`config.mk`:
```
export PLATFORM = sky130hd
export DESIGN_NAME = writeback_arbiter_flat
export DESIGN_NICKNAME = d
export VERILOG_FILES = /design/src/rtl/writeback_arbiter_if.sv /design/src/rtl/writeback_arbiter.sv /design/src/flat_wrapper.sv
export SDC_FILE = /design/constraint.sdc
export NUM_CORES = 1
export LEC_CHECK = 0
export ABC_AREA = 1
export CAP_MARGIN = 15
export CELL_PAD_IN_SITES_DETAIL_PLACEMENT = 0
export CELL_PAD_IN_SITES_GLOBAL_PLACEMENT = 1
export CORE_MARGIN = 2
export CORE_UTILIZATION = 30
export DETAILED_ROUTE_END_ITERATION = 7
export PLACE_DENSITY_LB_ADDON = 0.1
export SETUP_SLACK_MARGIN = 0.3
export SLEW_MARGIN = 20
export SYNTH_ARGS = -nofsm -noshare
export SYNTH_HDL_FRONTEND = slang
export SYNTH_SLANG_ARGS = --single-unit
```
`constraint.sdc`:
```
create_clock -name clk -period 2.9 [get_ports clk]
set_clock_uncertainty 0.2 [all_clocks]
set_input_delay 0.435 -clock clk [delete_from_list [all_inputs] [get_ports clk]]
set_output_delay 0.435 -clock clk [all_outputs]
set_load 0.01 [all_outputs]
```
`src/rtl/writeback_arbiter_if.sv`:
```
// Register-file write-side bundle: ALU and slow-path producers in,
// single write port, hazard scoreboard and status flags out.
interface writeback_arbiter_if #(
    parameter int DWIDTH = 32
);
    logic              alu_valid_i;
    logic [4:0]        alu_rd_i;
    logic [DWIDTH-1:0] alu_data_i;
    logic              lsu_valid_i;
    logic              lsu_ready_o;
    logic [4:0]        lsu_rd_i;
    logic [DWIDTH-1:0] lsu_data_i;
    logic [4:0]        rd_o;
    logic [DWIDTH-1:0] datawb_o;
    logic              regwren_o;
    logic [31:0]       pending_o;
    logic              alu_stall_o;
    logic              full_o;
    logic              empty_o;
    logic              err_o;

    modport master (
        output alu_valid_i, alu_rd_i, alu_data_i,
        output lsu_valid_i, lsu_rd_i, lsu_data_i,
        input  lsu_ready_o, rd_o, datawb_o, regwren_o,
        input  pending_o, alu_stall_o, full_o, empty_o, err_o
    );

    modport slave (
        input  alu_valid_i, alu_rd_i, alu_data_i,
        input  lsu_valid_i, lsu_rd_i, lsu_data_i,
        output lsu_ready_o, rd_o, datawb_o, regwren_o,
        output pending_o, alu_stall_o, full_o, empty_o, err_o
    );
endinterface

```
`src/rtl/writeback_arbiter.sv`:
```
// Merges the ALU result path with a buffered slow (LSU/MUL) path onto one registered
// register-file write. Define WB_BYPASS_EN to let slow results skip an empty FIFO.
module writeback_arbiter #(
    parameter int DWIDTH       = 32,
    parameter int DEPTH        = 4,
    parameter int STARVE_LIMIT = 4
) (
    input  logic                clk,
    input  logic                rst_n,
    writeback_arbiter_if.slave  wb
);
    localparam int PW = $clog2(DEPTH);
    localparam int CW = PW + 1;
    localparam int SW = $clog2(STARVE_LIMIT + 1);

    logic [4:0]        fifo_rd   [DEPTH];
    logic [DWIDTH-1:0] fifo_data [DEPTH];
    logic [DEPTH-1:0]  fifo_vld;
    logic [PW-1:0]     wptr, rptr;
    logic [CW-1:0]     count;
    logic [SW-1:0]     starve_cnt;
    logic              stall_q, err_q, wren_q;
    logic [4:0]        rd_q;
    logic [DWIDTH-1:0] data_q;

    logic full, empty, alu_req, lsu_acc;
    logic take_alu, pop, push, bypass, starve_hit;
    logic [31:0] pending;

    assign full    = (count == CW'(DEPTH));
    assign empty   = (count == '0);
    assign alu_req = wb.alu_valid_i && (wb.alu_rd_i != 5'd0);
    assign lsu_acc = wb.lsu_valid_i && !full && (wb.lsu_rd_i != 5'd0);

    // A forced-drain cycle always pops; otherwise ALU has priority over the FIFO head.
    always_comb begin
        take_alu = 1'b0;
        pop      = 1'b0;
        bypass   = 1'b0;
        if (stall_q && !empty) begin
            pop = 1'b1;
        end else if (alu_req && !stall_q) begin
            take_alu = 1'b1;
        end else if (!empty) begin
            pop = 1'b1;
        end
`ifdef WB_BYPASS_EN
        bypass = lsu_acc && empty && !take_alu;
`else
        bypass = 1'b0;
`endif
        push = lsu_acc && !bypass;
    end

    assign starve_hit = take_alu && !empty && (starve_cnt == SW'(STARVE_LIMIT - 1));

    always_ff @(posedge clk or negedge rst_n) begin
        if (!rst_n) begin
            wptr     <= '0;
            rptr     <= '0;
            count    <= '0;
            fifo_vld <= '0;
        end else begin
            if (push) begin
                fifo_vld[wptr] <= 1'b1;
                wptr           <= wptr + 1'b1;
            end
            if (pop) begin
                fifo_vld[rptr] <= 1'b0;
                rptr           <= rptr + 1'b1;
            end
            case ({push, pop})
                2'b10:   count <= count + 1'b1;
                2'b01:   count <= count - 1'b1;
                default: count <= count;
            endcase
        end
    end

    always_ff @(posedge clk) begin
        if (push) begin
            fifo_rd[wptr]   <= wb.lsu_rd_i;
            fifo_data[wptr] <= wb.lsu_data_i;
        end
    end

    // Starvation only accrues while buffered work waits behind ALU wins.
    always_ff @(posedge clk or negedge rst_n) begin
        if (!rst_n) begin
            starve_cnt <= '0;
            stall_q    <= 1'b0;
            err_q      <= 1'b0;
        end else begin
            stall_q <= starve_hit;
            if (pop || empty || starve_hit) begin
                starve_cnt <= '0;
            end else if (take_alu) begin
                starve_cnt <= starve_cnt + 1'b1;
            end
            if (alu_req && stall_q) begin
                err_q <= 1'b1;
            end
        end
    end

    always_ff @(posedge clk or negedge rst_n) begin
        if (!rst_n) begin
            rd_q   <= '0;
            data_q <= '0;
            wren_q <= 1'b0;
        end else if (take_alu) begin
            rd_q   <= wb.alu_rd_i;
            data_q <= wb.alu_data_i;
            wren_q <= 1'b1;
        end else if (pop) begin
            rd_q   <= fifo_rd[rptr];
            data_q <= fifo_data[rptr];
            wren_q <= 1'b1;
        end else if (bypass) begin
            rd_q   <= wb.lsu_rd_i;
            data_q <= wb.lsu_data_i;
            wren_q <= 1'b1;
        end else begin
            wren_q <= 1'b0;
        end
    end

    always_comb begin
        pending = '0;
        for (int i = 0; i < DEPTH; i++) begin
            if (fifo_vld[i]) begin
                pending[fifo_rd[i]] = 1'b1;
            end
        end
    end

    assign wb.lsu_ready_o = !full;
    assign wb.rd_o        = rd_q;
    assign wb.datawb_o    = data_q;
    assign wb.regwren_o   = wren_q;
    assign wb.pending_o   = pending;
    assign wb.alu_stall_o = stall_q;
    assign wb.full_o      = full;
    assign wb.empty_o     = empty;
    assign wb.err_o       = err_q;
endmodule
```
`src/flat_wrapper.sv`:
```
// flat-port wrapper written by rule: the top's interface ports become plain ports
module writeback_arbiter_flat 
#(
    parameter int DWIDTH       = 32,
    parameter int DEPTH        = 4,
    parameter int STARVE_LIMIT = 4
)
  (clk, rst_n, wb_alu_valid_i, wb_alu_rd_i, wb_alu_data_i, wb_lsu_valid_i, wb_lsu_rd_i, wb_lsu_data_i, wb_lsu_ready_o, wb_rd_o, wb_datawb_o, wb_regwren_o, wb_pending_o, wb_alu_stall_o, wb_full_o, wb_empty_o, wb_err_o);
  writeback_arbiter_if #(.DWIDTH(DWIDTH)) wb_i ();
  input  logic clk;
  input  logic rst_n;
  input wire logic [$bits(wb_i.alu_valid_i)-1:0] wb_alu_valid_i;
  input wire logic [$bits(wb_i.alu_rd_i)-1:0] wb_alu_rd_i;
  input wire logic [$bits(wb_i.alu_data_i)-1:0] wb_alu_data_i;
  input wire logic [$bits(wb_i.lsu_valid_i)-1:0] wb_lsu_valid_i;
  input wire logic [$bits(wb_i.lsu_rd_i)-1:0] wb_lsu_rd_i;
  input wire logic [$bits(wb_i.lsu_data_i)-1:0] wb_lsu_data_i;
  output wire logic [$bits(wb_i.lsu_ready_o)-1:0] wb_lsu_ready_o;
  output wire logic [$bits(wb_i.rd_o)-1:0] wb_rd_o;
  output wire logic [$bits(wb_i.datawb_o)-1:0] wb_datawb_o;
  output wire logic [$bits(wb_i.regwren_o)-1:0] wb_regwren_o;
  output wire logic [$bits(wb_i.pending_o)-1:0] wb_pending_o;
  output wire logic [$bits(wb_i.alu_stall_o)-1:0] wb_alu_stall_o;
  output wire logic [$bits(wb_i.full_o)-1:0] wb_full_o;
  output wire logic [$bits(wb_i.empty_o)-1:0] wb_empty_o;
  output wire logic [$bits(wb_i.err_o)-1:0] wb_err_o;
  assign wb_i.alu_valid_i = wb_alu_valid_i;
  assign wb_i.alu_rd_i = wb_alu_rd_i;
  assign wb_i.alu_data_i = wb_alu_data_i;
  assign wb_i.lsu_valid_i = wb_lsu_valid_i;
  assign wb_i.lsu_rd_i = wb_lsu_rd_i;
  assign wb_i.lsu_data_i = wb_lsu_data_i;
  assign wb_lsu_ready_o = wb_i.lsu_ready_o;
  assign wb_rd_o = wb_i.rd_o;
  assign wb_datawb_o = wb_i.datawb_o;
  assign wb_regwren_o = wb_i.regwren_o;
  assign wb_pending_o = wb_i.pending_o;
  assign wb_alu_stall_o = wb_i.alu_stall_o;
  assign wb_full_o = wb_i.full_o;
  assign wb_empty_o = wb_i.empty_o;
  assign wb_err_o = wb_i.err_o;
  writeback_arbiter #(.DWIDTH(DWIDTH), .DEPTH(DEPTH), .STARVE_LIMIT(STARVE_LIMIT)) u_core (.clk(clk), .rst_n(rst_n), .wb(wb_i));
endmodule
```
==> impl_metrics.py, run 1 <==
metrics = {
    "clock_network": {
        "cts_max_level": 1,
        "clkLatencyLatePin_ns": 0.51,
        "cts_buffers": 24,
        "clkTransAtPathRegs_ns": 0.05,
        "cts_tree": "done",
        "cts_root_buffer": "clkbuf_16",
        "clock-sinks": 202,
        "clockBufferDepth": 3,
    },
    "power": {
        "power_density_mw_per_mm2": 882,
        "ir_worst_vdd_mv": 0.457,
        "swShare": 0.372,
        "comb_power_share": 0.402,
        "seqPwrFrac": 0.364,
        "p_total_uw": 11800,
        "p_int_uw": 7420,
        "p_leak_uw": 0.00599,
        "clkPwrFrac": 0.234,
        "switchingPower_uw": 4390,
    },
    "global_route": {
        "gr-total-overflow": 0,
        "grt_pass1_wl_um": 45700,
        "track_usage": 0.177,
        "grt_start_max_net_pins": 82,
        "grt_pass1_vias": 7899,
        "antenna_found_initial": 2,
    },
    "synthesis": {
        "synthDistinctLibCells": 28,
        "yosys_warnings": 0,
        "synth_seq_area_share": 0.601,
        "syn_inst": 1044,
        "synth_edf_count": 148,
        "synth_nets": 1134,
        "synth-async-reset-ratio": 0.267,
        "syn_area_mm2": 0.00965,
        "synthFlopType": "edfxtp_1",
        "avgSynthCellArea_um2": 9.24,
        "ys_ff_latch": 202,
    },
    "floorplan": {
        "initial_core_util": 0.305,
        "die_area_mm2": 0.0336,
        "ios": 153,
        "die_width_um": 183,
        "fp-row-count": 65,
        "fp.coreArea_mm2": 0.0316,
        "die_h_um": 183,
    },
    "finish": {
        "final_cell_mix": "nand2_1 (294), nand3_1 (186), edfxtp_1 (148), inv_1 (120), clkdlybuf4s50_1 (120)",
        "fillers": 3143,
        "antenna_cells": 0,
        "drive_above_1_share": 0.192,
        "layout_commonest_cell": "nand2_1",
        "syn_to_final_growth_pct": 38.8,
        "fin_cells": 1701,
        "nets": 1371,
        "final_cell_area_mm2": 0.0134,
    },
    "detailed_routing": {
        "wl_per_cell_um": 17.7,
        "drt_drc_violations_left": 0,
        "wirelength_um": 30100,
        "drtIter0Drc": 480,
        "via_count": 8032,
        "drt-pass1-iter-count": 5,
        "antenna_left": 0,
        "vias_per_cell": 4.72,
    },
    "job": {
        "maxCapViolCount": 0,
    },
    "sta": {
        "hold_viol_final": 0,
        "max_freq_ghz": 0.356,
        "fin_crit_sh": 0.968,
        "finalSetupViolCount": 0,
        "timing.slew.headroom": 0.388,
        "slew_violations": 0,
        "rsz0062_at_grt": "true",
        "min_period_ns": 2.81,
        "worst_slew_pin_slew_ns": 0.918,
        "whs_ns": 0.230,
        "tns_ns": 0,
    },
    "worst_setup_path": {
        "cp.arrival_ns": 2.17,
        "worstSetupPathType": "flop to primary output",
        "critPathLaunchType": "flop",
        "worstPathMaxFanout": 4,
        "worstPathRequired_ns": 2.27,
        "setup.worst_path.end_class": "primary output",
    },
    "placed_design": {
        "dpl.cell_count": 1587,
        "place_hpwl_um": 19400,
        "gp_congestion": 0.855,
        "numPortBuffers": 152,
        "placed_area_mm2": 0.0118,
    },
    "min_path": {
        "hold_class": "flop to flop",
    },
    "outcome": {
        "status": "finished, final reports clean",
    },
}
==> cells by family (layout without fill, tap and decap cells) <==
family,count (synthesis),after routing,share of synthesized area
and+or+nand+nor,572,572,0.257
DFF,202,202,0.601
buffers and inverters,190,445,0.0795
AOI/OAI and AO/OA,65,65,0.0433
adders and majority gates,12,12,0.0163
xor gates and xnor gates,3,3,0.00272
==> flip-flops by register name (all words and copies together), names as in the netlist, 3 cells and up <==
name	cells
u_core.fifo_rd	20
u_core.wb.datawb_o	32
u_core.count	3
u_core.fifo_vld	4
u_core.fifo_data	128
u_core.wb.rd_o	5
u_core.starve_cnt	3
==> per-layer routing <==
metal / GRT usage / part of all wire
met2: 0.313 / 0.50
met1: 0.224 / 0.44
met3: 0.0276 / 0.043
met5: 0 / 0.0011
met4: 0.0499 / 0.023
==> worst paths after layout <==
kind                                            from                   end  slack, ns  depth (start not counted)
worst max-delay path            u_core.fifo_rd[1][3]       wb_pending_o[4]       0.09                          6
worst min-delay path            u_core.starve_cnt[0]  u_core.starve_cnt[0]       0.23                          1
worst max register to register       u_core.count[1]       u_core.count[2]       0.69                          9
worst min register to register  u_core.starve_cnt[0]  u_core.starve_cnt[0]       0.23                          1
max in group asynchronous                      rst_n    u_core.fifo_vld[0]       1.40                          3
min in group asynchronous                      rst_n    u_core.fifo_vld[1]       0.35                          2
==> power by group through the flow <==
stage	sequential, uW	combinational (uW)	clock, uW
floorplan	4370	2380	0
global placement	4310	4460	0
detailed placement	4310	4490	0
CTS	4310	4710	2860
global route	4370	5290	2970
finish	4300	4740	2770
==> layout make-up <==
type                    count  area, um^2  share of cell area
flip-flops and latches    202        5800               0.433
multi-input cells         652        3460               0.259
repair buffers            255        2340               0.175
clock buffers              35         683              0.0510
inverters                 146         548              0.0409
well taps                 402         503              0.0376
clock inverters             9        50.0             0.00374
==> worst max-delay path, stage by stage, from the launching register on <==
cell and delay (ns):
edfxtp_1 0.42, buf_4 0.18, nor3_1 0.18, buf_4 0.18, a21oi_1 0.07, o211ai_1 0.09
clkdlybuf4s50_1 0.56
==> synthesized netlist by cell type (5+ instances only) <==
master    number  area share
nor2_1        33       0.013
nand3_1      220        0.11
ha_1          11       0.014
or2_2         18       0.012
edfxtp_1     148        0.46
buf_2         34       0.018
o22ai_1       34       0.022
inv_1        144       0.056
a21oi_1       11      0.0057
o221ai_1       5      0.0045
nand2_1      294        0.11
clkbuf_1       6      0.0023
dfrtp_1       54        0.14
o211ai_1       9      0.0070
==> repair_timing <==
item / in CTS / in global routing
pin swaps: 2 / 4
buffers inserted: 35 / 34
hold buffers: 1 / 0
cloned: 0 / 0
resized for setup: 109 / 71
endpoints found under the hold margin: 26 / 0
setup endpoints to repair: 33 / 31
==> through the flow <==
stage | utilization | worst slack, ns
floorplan | - | 0.715
global placement | 0.372 | 0.0147
detailed placement | 0.372 | -0.0146
CTS | 0.412 | 0.0582
global route | 0.423 | 0.0272
finish | 0.423 | 0.0920
(Power assumes the default switching activity.)
==> inputs of run 2 (changes only) <==
Settings changed: ABC_CLOCK_PERIOD_IN_PS set to 2900, CELL_PAD_IN_SITES_DETAIL_PLACEMENT 0 to not set, CELL_PAD_IN_SITES_GLOBAL_PLACEMENT 1 to not set, HOLD_SLACK_MARGIN set to 0.06, PLACE_DENSITY_LB_ADDON 0.1 to not set.
==> run 2 against run 1 <==
Critical path depth decreased by 1; global-route usage decreased by 1.1 points; register-to-register slack improved by 0.02 ns.
==> impl_metrics.py, run 2 (synthesis gave the netlist of run 1 again) <==
metrics = {
    "finish": {
        "antenna_cells": 0,
        "fillers": 3031,
        "final_cell_mix": "nand2_1 (294), nand3_1 (186), edfxtp_1 (148), clkdlybuf4s50_1 (127), inv_1 (117)",
        "nets": 1327,
        "syn_to_final_growth_pct": 35.7,
        "drive_above_1_share": 0.148,
        "largest_reg_flops": 128,
        "layout_commonest_cell": "nand2_1",
        "regMostFlops": "u_core.fifo_data",
    },
    "outcome": {
        "status": "finished, final reports clean",
    },
    "detailed_routing": {
        "wirelength_um": 28700,
        "wl_per_cell_um": 17.3,
        "highest_layer": "met4",
        "drtIter0Drc": 569,
        "drt_drc_violations_left": 0,
        "met3_wirelength_um": 1730,
        "via_count": 8057,
        "drt-pass1-iter-count": 5,
        "wl_met1_um": 12100,
        "antenna_left": 0,
        "met2_wirelength_um": 14000,
        "vias_per_cell": 4.87,
    },
    "worst_setup_path": {
        "worstPathMaxFanout": 5,
        "setup.worst_path.end_class": "primary output",
        "critPathLaunchType": "flop",
        "reg2regPathDepth": 10,
        "regToRegSetupSlack_ns": 0.71,
        "cp.arrival_ns": 2.22,
        "worstSetupPathType": "flop to primary output",
        "worstPathRequired_ns": 2.27,
    },
    "power": {
        "power_density_mw_per_mm2": 898,
        "ir_worst_vdd_mv": 0.510,
        "p_total_uw": 11800,
        "p_leak_uw": 0.00591,
    },
    "clock_network": {
        "cts_max_level": 1,
        "clock-sinks": 202,
        "cts_root_buffer": "clkbuf_16",
        "clockBufferDepth": 3,
        "cts_buffers": 23,
        "clkTransAtPathRegs_ns": 0.06,
        "cts_tree": "done",
        "clkLatencyLatePin_ns": 0.49,
    },
    "placed_design": {
        "numPortBuffers": 152,
        "gp_congestion": 0.909,
        "place_hpwl_um": 19000,
    },
    "floorplan": {
        "die_width_um": 183,
        "fp-row-count": 65,
        "die_area_mm2": 0.0336,
        "initial_core_util": 0.305,
        "fp.coreArea_mm2": 0.0316,
        "die_h_um": 183,
        "ios": 153,
    },
    "min_path": {
        "hold_class": "flop to flop",
        "whs_path_depth": 1,
    },
    "global_route": {
        "grt_pass1_vias": 7835,
        "antenna_found_initial": 0,
        "track_usage": 0.166,
        "grt_start_max_net_pins": 82,
        "grt_pass1_wl_um": 43400,
        "gr-total-overflow": 0,
    },
    "sta": {
        "fin_crit_sh": 0.983,
        "finalSetupViolCount": 0,
        "max_freq_ghz": 0.351,
        "hold_viol_final": 0,
        "rsz0062_at_grt": "true",
        "min_period_ns": 2.85,
        "tns_ns": 0,
        "worst_slew_pin_slew_ns": 0.908,
        "timing.slew.headroom": 0.395,
        "slew_violations": 0,
    },
    "job": {
        "maxCapViolCount": 0,
    },
}
-- run 2: changes by cell type in the layout (fill, tap and decap cells not counted), sizes merged --
cell / delta
buf: -53
bufinv: +2
clkbuf: -11
clkdlybuf4s50: +7
dlygate4sd2: +1
dlymetal6s2s: +8
-- run 2: power breakdown --
part | switching, uW | internal [uW] | leakage [uW]
Clock | 1120 | 1730 | 0.000364
Combinational | 2770 | 1800 | 0.00355
Sequential | 429 | 3910 | 0.00200
Total | 4320 | 7430 | 0.00591
-- run 2: worst max-delay path: stages (launching register included) --
cell and delay (ns):
edfxtp_1 0.50, buf_4 0.20, nand3_2 0.13, o22ai_1 0.10, or2_2 0.29, clkdlybuf4s50_1 0.50
-- run 2: routing by layer --
metal | vias up | GRT usage
met2 | 297 | 0.288
met4 | 0 | 0.0525
met3 | 64 | 0.0278
li1 | 3864 | -
met1 | 3832 | 0.211
met5 | - | 0
-- run 2: worst paths after layout --
path,from,to
worst max-delay path,u_core.fifo_rd[1][3],wb_pending_o[24]
worst min-delay path,u_core.starve_cnt[0],u_core.starve_cnt[0]
worst max register to register,u_core.count[1],u_core.count[2]
worst min register to register,u_core.starve_cnt[0],u_core.starve_cnt[0]
max in group asynchronous,rst_n,u_core.wb.datawb_o[14]
min in group asynchronous,rst_n,u_core.wb.rd_o[1]
-- run 2: per-stage QoR --
| step | hold slack (ns) | utilization | setup WS [ns] | instance area, um^2 | std cells |
|---|---|---|---|---|---|
| 2_1_floorplan | -0.0606 | - | 0.715 | 9650 | 1044 |
| 3_3_place_gp | 0.222 | 0.374 | 0.0293 | 11800 | 1587 |
| 3_5_place_dp | 0.238 | 0.374 | 0.0813 | 11800 | 1587 |
| 4_1_cts | 0.246 | 0.405 | 0.0711 | 12800 | 1636 |
| 5_1_grt | 0.284 | 0.414 | 0.00306 | 13100 | 1655 |
| 6_report | 0.244 | 0.414 | 0.0490 | 13100 | 1655 |
-- run 2: area by class of cell --
class / count / area, um^2 / area share
Multi-Input combinational cell: 652 / 3380 / 0.258
Clock buffer: 30 / 642 / 0.0490
Inverter: 146 / 548 / 0.0419
Clock inverter: 11 / 105 / 0.00803
Sequential cell: 202 / 5800 / 0.443
Timing Repair Buffer: 212 / 2120 / 0.162
Tap cell: 402 / 503 / 0.0384
-- run 2: timing repair --
action                                 in CTS  in global routing
pin swaps                                   2                  1
gates cloned                                0                  0
hold buffers                                1                  0
setup endpoints to repair                  33                 34
resized for setup                          59                 44
setup buffers                               7                 19
endpoints found under the hold margin      24                  0
==> inputs of run 3 (changes only) <==
Settings changed: CORE_UTILIZATION 30 to 54, PLACE_DENSITY set to 0.8.
==> run 3 against run 2 <==
Critical path depth grew 1; clock-buffer cell count shrank 1; die area shrank 44%; cell count shrank 10%; sequential power is essentially flat; non-clock buffer count grew 14; largest cell class unchanged.
==> impl_metrics.py, run 3 (synthesis gave the netlist of run 1 again) <==
metrics = {
    "sta": {
        "max_freq_ghz": 0.360,
        "whs_ns": 0.140,
        "hold_viol_final": 0,
        "setup_ws_ns": 0.120,
        "rsz0062_at_grt": "true",
        "tns_ns": 0,
        "slew_violations": 0,
        "fin_crit_sh": 0.959,
        "finalSetupViolCount": 0,
        "timing.slew.headroom": 0.421,
        "min_period_ns": 2.78,
        "worst_slew_pin_slew_ns": 0.868,
    },
    "finish": {
        "nets": 1339,
        "fillers": 1191,
        "layout_commonest_cell": "nand2_1",
        "syn_to_final_growth_pct": 33.8,
        "multi_input_area_mm2": 0.00341,
        "final_cell_mix": "nand2_1 (294), nand3_1 (185), edfxtp_1 (148), clkdlybuf4s50_1 (120), inv_1 (118)",
        "final_cell_area_mm2": 0.0129,
        "seq_area_mm2": 0.00580,
        "drive_above_1_share": 0.160,
        "largest_reg_flops": 128,
        "regMostFlops": "u_core.fifo_data",
    },
    "global_route": {
        "grt_start_max_net_pins": 82,
        "antenna_found_initial": 3,
        "track_usage": 0.286,
        "gr-total-overflow": 0,
        "grt_pass1_wl_um": 41700,
        "grt_pass1_vias": 8065,
    },
    "power": {
        "clkPwrFrac": 0.236,
        "p_int_uw": 7420,
        "power_density_mw_per_mm2": 910,
        "p_leak_uw": 0.00589,
        "seqPwrFrac": 0.370,
        "switchingPower_uw": 4330,
        "ir_worst_vdd_mv": 0.596,
        "swShare": 0.369,
        "comb_power_share": 0.393,
    },
    "detailed_routing": {
        "met2_wirelength_um": 13800,
        "vias_per_cell": 5.69,
        "antenna_left": 0,
        "met3_wirelength_um": 2480,
        "drt-pass1-iter-count": 6,
        "highest_layer": "met5",
        "wl_met1_um": 10200,
        "wirelength_um": 27600,
        "drt_drc_violations_left": 0,
        "via_count": 8474,
        "wl_per_cell_um": 18.5,
        "drtIter0Drc": 764,
    },
    "worst_setup_path": {
        "critPathLaunchType": "flop",
        "cp.depth": 6,
        "setup.worst_path.end_class": "primary output",
        "cpLargestDelayFamily": "buffers and inverters",
        "worstSetupPathType": "flop to primary output",
        "cp_common_cell": "inv_1",
        "crit_buf_inv": 3,
        "worstReg2RegEnd": "u_core.count[2]",
        "reg2regPathDepth": 10,
        "cp-startpoint": "u_core.fifo_rd[1][4]",
        "worstPathCellList": "inv_1, nand3_1, inv_1, nand2_1, o211ai_1, clkdlybuf4s50_1",
        "worstPathMaxFanout": 5,
        "r2r-start": "u_core.count[0]",
        "worstPathRequired_ns": 2.27,
        "cp.arrival_ns": 2.14,
        "critPathMaxStageDelay_ns": 0.55,
        "crit_end": "wb_pending_o[14]",
        "regToRegSetupSlack_ns": 0.59,
        "slowest_stage": "clkdlybuf4s50_1",
    },
    "outcome": {
        "status": "finished, final reports clean",
    },
    "clock_network": {
        "clkTransAtPathRegs_ns": 0.06,
        "cts_tree": "done",
        "cts_root_buffer": "clkbuf_16",
        "cts_max_level": 1,
        "clockBufferDepth": 3,
        "clkLatencyLatePin_ns": 0.49,
        "cts_buffers": 21,
        "clock-sinks": 202,
    },
    "floorplan": {
        "die_h_um": 138,
        "initial_core_util": 0.556,
        "die_width_um": 138,
        "ios": 153,
        "die_area_mm2": 0.0190,
        "fp-row-count": 48,
        "fp.coreArea_mm2": 0.0174,
    },
    "job": {
        "maxCapViolCount": 0,
    },
    "placed_design": {
        "gp_congestion": 0.954,
        "dp_slack_ns": 0.0332,
        "placed_area_mm2": 0.0115,
        "numPortBuffers": 152,
        "place_hpwl_um": 17300,
    },
    "min_path": {
        "hold_class": "input pin to asynchronous set/reset pin",
    },
}
run 3: changes by cell type in the layout (fill, tap and decap cells not counted), moves of 4 or more:
cell	before	now
dlymetal6s2s_1	17	10
clkdlybuf4s50_1	127	120
clkbuf_2	1	5
buf_4	49	66
dlygate4sd2_1	5	12
clkinv_1	6	0
run 3: worst reg2reg max path, delay by kind of cell (launching register included):
kind / cells / cell delay, ns
AO/OA/AOI/OAI: 2 / 0.29
XOR/XNOR: 1 / 0.16
adder cells (fa/ha/maj): 2 / 0.56
buffers and inverters: 2 / 0.18
flip-flops: 1 / 0.44
AND/OR/NAND/NOR: 3 / 0.37
run 3: area by class of cell:
type | count | share of cell area
Sequential cell | 202 | 0.450
Multi-Input combinational cell | 652 | 0.264
Timing Repair Buffer | 226 | 0.166
Clock buffer | 29 | 0.0462
Inverter | 146 | 0.0425
Tap cell | 225 | 0.0218
Clock inverter | 8 | 0.00921
Antenna cell | 2 | 0.000388
run 3: how the worst min path moves through the flow:
stage | slack (ns) | startpoint | end | cells past startpoint
finish | 0.14 | rst_n | u_core.rptr[1] | 2
floorplan | -0.06 | rst_n | u_core.count[0] | 0
detailed placement | 0.09 | rst_n | u_core.rptr[1] | 1
global route | 0.15 | rst_n | u_core.rptr[1] | 2
global placement | 0.09 | rst_n | u_core.wb.err_o | 1
CTS | 0.13 | rst_n | u_core.rptr[1] | 2
run 3: repair_timing:
| item | in CTS | in global routing |
|---|---|---|
| pin swaps | 2 | 1 |
| setup endpoints to repair | 33 | 27 |
| hold buffers | 1 | 0 |
| cloned | 0 | 0 |
| gates resized for setup | 92 | 33 |
| hold endpoints to repair | 48 | 0 |
| setup buffers | 14 | 33 |
run 3: through the flow:
stage          instances  total power (uW)  utilization
3_3_place_gp        1403              8450        0.664
2_1_floorplan       1044              6740            -
6_report            1490             11700        0.744
3_5_place_dp        1403              8600        0.664
4_1_cts             1455             11600        0.726
5_1_grt             1489             12400        0.743
run 3: routing by layer:
metal,up-vias,track usage
met5,-,0
met4,2,0.129
met3,101,0.0522
met2,472,0.498
met1,3998,0.348
li1,3901,-
run 3: power by group through the flow:
stage	registers, uW	clock network, uW	logic (uW)
after floorplan	4370	0	2380
after global placement	4280	0	4160
after detailed placement	4300	0	4300
after CTS	4330	2800	4460
after global routing	4410	2920	5030
final	4350	2780	4620
==> RTL edit: new RTL, settings of run 2 <==
Add a define of `WB_BYPASS_EN`.
--- a/src/rtl/writeback_arbiter.sv
+++ b/src/rtl/writeback_arbiter.sv
@@ -1,4 +1,6 @@
 // Merges the ALU result path with a buffered slow (LSU/MUL) path onto one registered
 // register-file write. Define WB_BYPASS_EN to let slow results skip an empty FIFO.
+`define WB_BYPASS_EN
+
 module writeback_arbiter #(
     parameter int DWIDTH       = 32,
Check against the original RTL: not equivalent (Yosys sat finds a counterexample within 4 cycles, from zero or initial values and one cycle with rst_n low).
==> RTL edit against run 2 <==
Synthesized area increased by 5.8%; worst setup slack better by 0.27 ns; total power increased by 3.9%; via count increased by 7.5%; critical path type unchanged; critical endpoint is now wb_pending_o[10]; final area increased by 3.9%; clock power up 3%; sequential cell count did not move; largest power group unchanged; non-clock buffer count did not move; final cell count increased by 9.6%; maximum frequency grew 10%; sequential power is essentially flat; wire length is 3.2% higher; combinational power grew 8.3%.
==> RTL edit: results (changes against run 2) <==
Global routing
  – Vias in the first global route: 8114 (+3.6%)
  – Met1 Use GR: 21.7% (+0.65 points)
  – Pin count of the biggest net entering global routing: 77 (-6.1%)
  – GR Util met3: 3.45% (+0.67 points)
  – Routing usage on met2: 26.5% (-2.3 points)
  – Gr usage total: 16.0% (-0.54 points)
  – Total congestion overflow: 0 (unchanged)
  – Global-route wire length before repair: 45.2 mm (+4.2%)
  – Initial antenna violation count: 1 (+1)

Logic synthesis
  – Distinct cells, synth: 30 (+7.1%)
  – Most frequent cell after synthesis: nand2_1
  – Most frequent cells after synthesis: nand2_1, nand3_1, inv_1
  – Dominant synthesized flop cell: edfxtp_1
  – Synth Warn #: 0 (unchanged)
  – Post-synth ARST share: 26.7% (unchanged)
  – Seq/Total Area, Yosys: 56.8% (-3.3 points)
  – Mapped Nets: 1254 (+11%)
  – Number of synthesized flops with an enable pin: 148 (unchanged)
  – Ranking of synthesized cells by area: edfxtp_1, dfrtp_1, nand2_1, nand3_1, inv_1

Drt
  – DRT Pass-1 Iters: 7 (+2)
  – Initial drt markers: 646 (+14%)
  – Vias per inst: 4.77 (-2.0%)
  – WL final: 29.6 mm (+3.2%)

Setup path
  – Max incr delay on CP: 0.41 ns (-0.09 ns)
  – Worst Path Max Fanout: 5 (unchanged)
  – Slowest-stage cell, CP: edfxtp_1
  – Reg2Reg Depth: 11 (+1)
  – Largest delay share family, worst path: buffers and inverters
  – Worst Path Arrival: 1.95 ns (-0.27 ns)

Cells and area
  – Ant diodes: 0 (unchanged)
  – Most flop-heavy register: u_core.fifo_data
  – Filler instances: 3307 (+9.1%)
  – Max FFs per register: 128 (unchanged)
  – Share of cells above drive strength 1: 12.6% (-2.3 points)
  – Fin nets: 1439 (+8.4%)

Worst hold path
  – Hold depth: 1 (unchanged)
  – Worst hold-check path type: reg2reg

Clock tree
  – Root buffer cell: clkbuf_16
  – Clk Latency, worst-skew pair: 0.52 ns (+0.03 ns)
  – Reg clk slew, reported paths: 0.06 ns (about the same)
  – # H-tree levels: 1 (unchanged)
  – Total CTS buffers: 23 (unchanged)
  – Clock Path Buffers: 3 (unchanged)

Place
  – Final HPWL DP: 19.1 mm (+0.33%)
  – Final GP Congestion: 0.915 (+0.62%)
  – Buffers on Ports: 152 (unchanged)
  – Place WS: 0.0632 ns (-0.0181 ns)

Status
  – Status: complete, no violations

Power and ir drop
  – Peak VDD IR: 656 uV (+29%)
  – Leakage: 0.00655 uW (+11%)

Timing
  – Worst rel slew slack: 41.4% (+1.9 points)
  – Final setup viols: 0 (unchanged)
==> RTL edit: path summary, 6_finish.rpt <==
| check | from | to | slack (ns) |
|---|---|---|---|
| worst max-delay path | u_core.fifo_rd[0][2] | wb_pending_o[10] | 0.32 |
| worst min-delay path | u_core.starve_cnt[0] | u_core.starve_cnt[0] | 0.24 |
| worst max register to register | u_core.count[1] | u_core.count[2] | 0.58 |
| worst min register to register | u_core.starve_cnt[0] | u_core.starve_cnt[0] | 0.24 |
| max in group asynchronous | rst_n | u_core.fifo_vld[2] | 1.54 |
| min in group asynchronous | rst_n | u_core.wb.datawb_o[12] | 0.36 |
==> RTL edit: cells by family (layout without fill, tap and decap cells) <==
logic type / Yosys count / after routing / share of synthesized area (%)
XOR/XNOR: 4 / 4 / 0.343
AO/OA/AOI/OAI: 76 / 76 / 5.71
buffers and inverters: 221 / 423 / 9.16
flip-flops: 202 / 202 / 56.8
AND/OR/NAND/NOR: 649 / 649 / 26.5
adder cells (fa/ha/maj): 12 / 12 / 1.54
==> RTL edit: stage by stage <==
stage	total power, uW	instance area, um^2	hold slack (ns)	utilization (%)	cells
global placement	9100	12300	0.224	36.8	1745
detailed placement	9180	12300	0.241	36.8	1745
CTS	12300	13300	0.249	39.5	1794
global route	13100	13600	0.281	40.6	1814
finish	12200	13600	0.245	40.6	1814
floorplan	7140	10200	-0.0606	-	1164
==> RTL edit: layer usage <==
layer | part of all wire [%] | up-vias | routed length, um
met2 | 47 | 338 | 13900
met3 | 7.1 | 49 | 2110
met5 | 0.041 | - | 12
met1 | 44 | 4074 | 13000
li1 | - | 4195 | -
met4 | 2.0 | 2 | 578
==> RTL edit: final cells by class <==
cell class                 instances  share of cell area, %
sequential                       202                   42.7
tap                              448                   4.12
multi-input combinational        741                   27.4
clock buffer                      27                   4.49
clock inverter                    15                   1.21
timing repair buffer             212                   15.5
inverter                         169                   4.66
==> RTL edit: power by group <==
group	internal, uW	leakage, uW	switching, uW
Combinational	1900	0.00418	3050
Clock	1780	0.000378	1170
Sequential	3930	0.00199	391
Total	7610	0.00655	4600
==> RTL edit: timing repair <==
item                                    CTS  global route
cloned                                    0             0
endpoints found under the setup margin   35            32
resized for setup                        40            66
setup buffers                             6            20
hold endpoints to repair                 54             0
hold buffers                              1             0
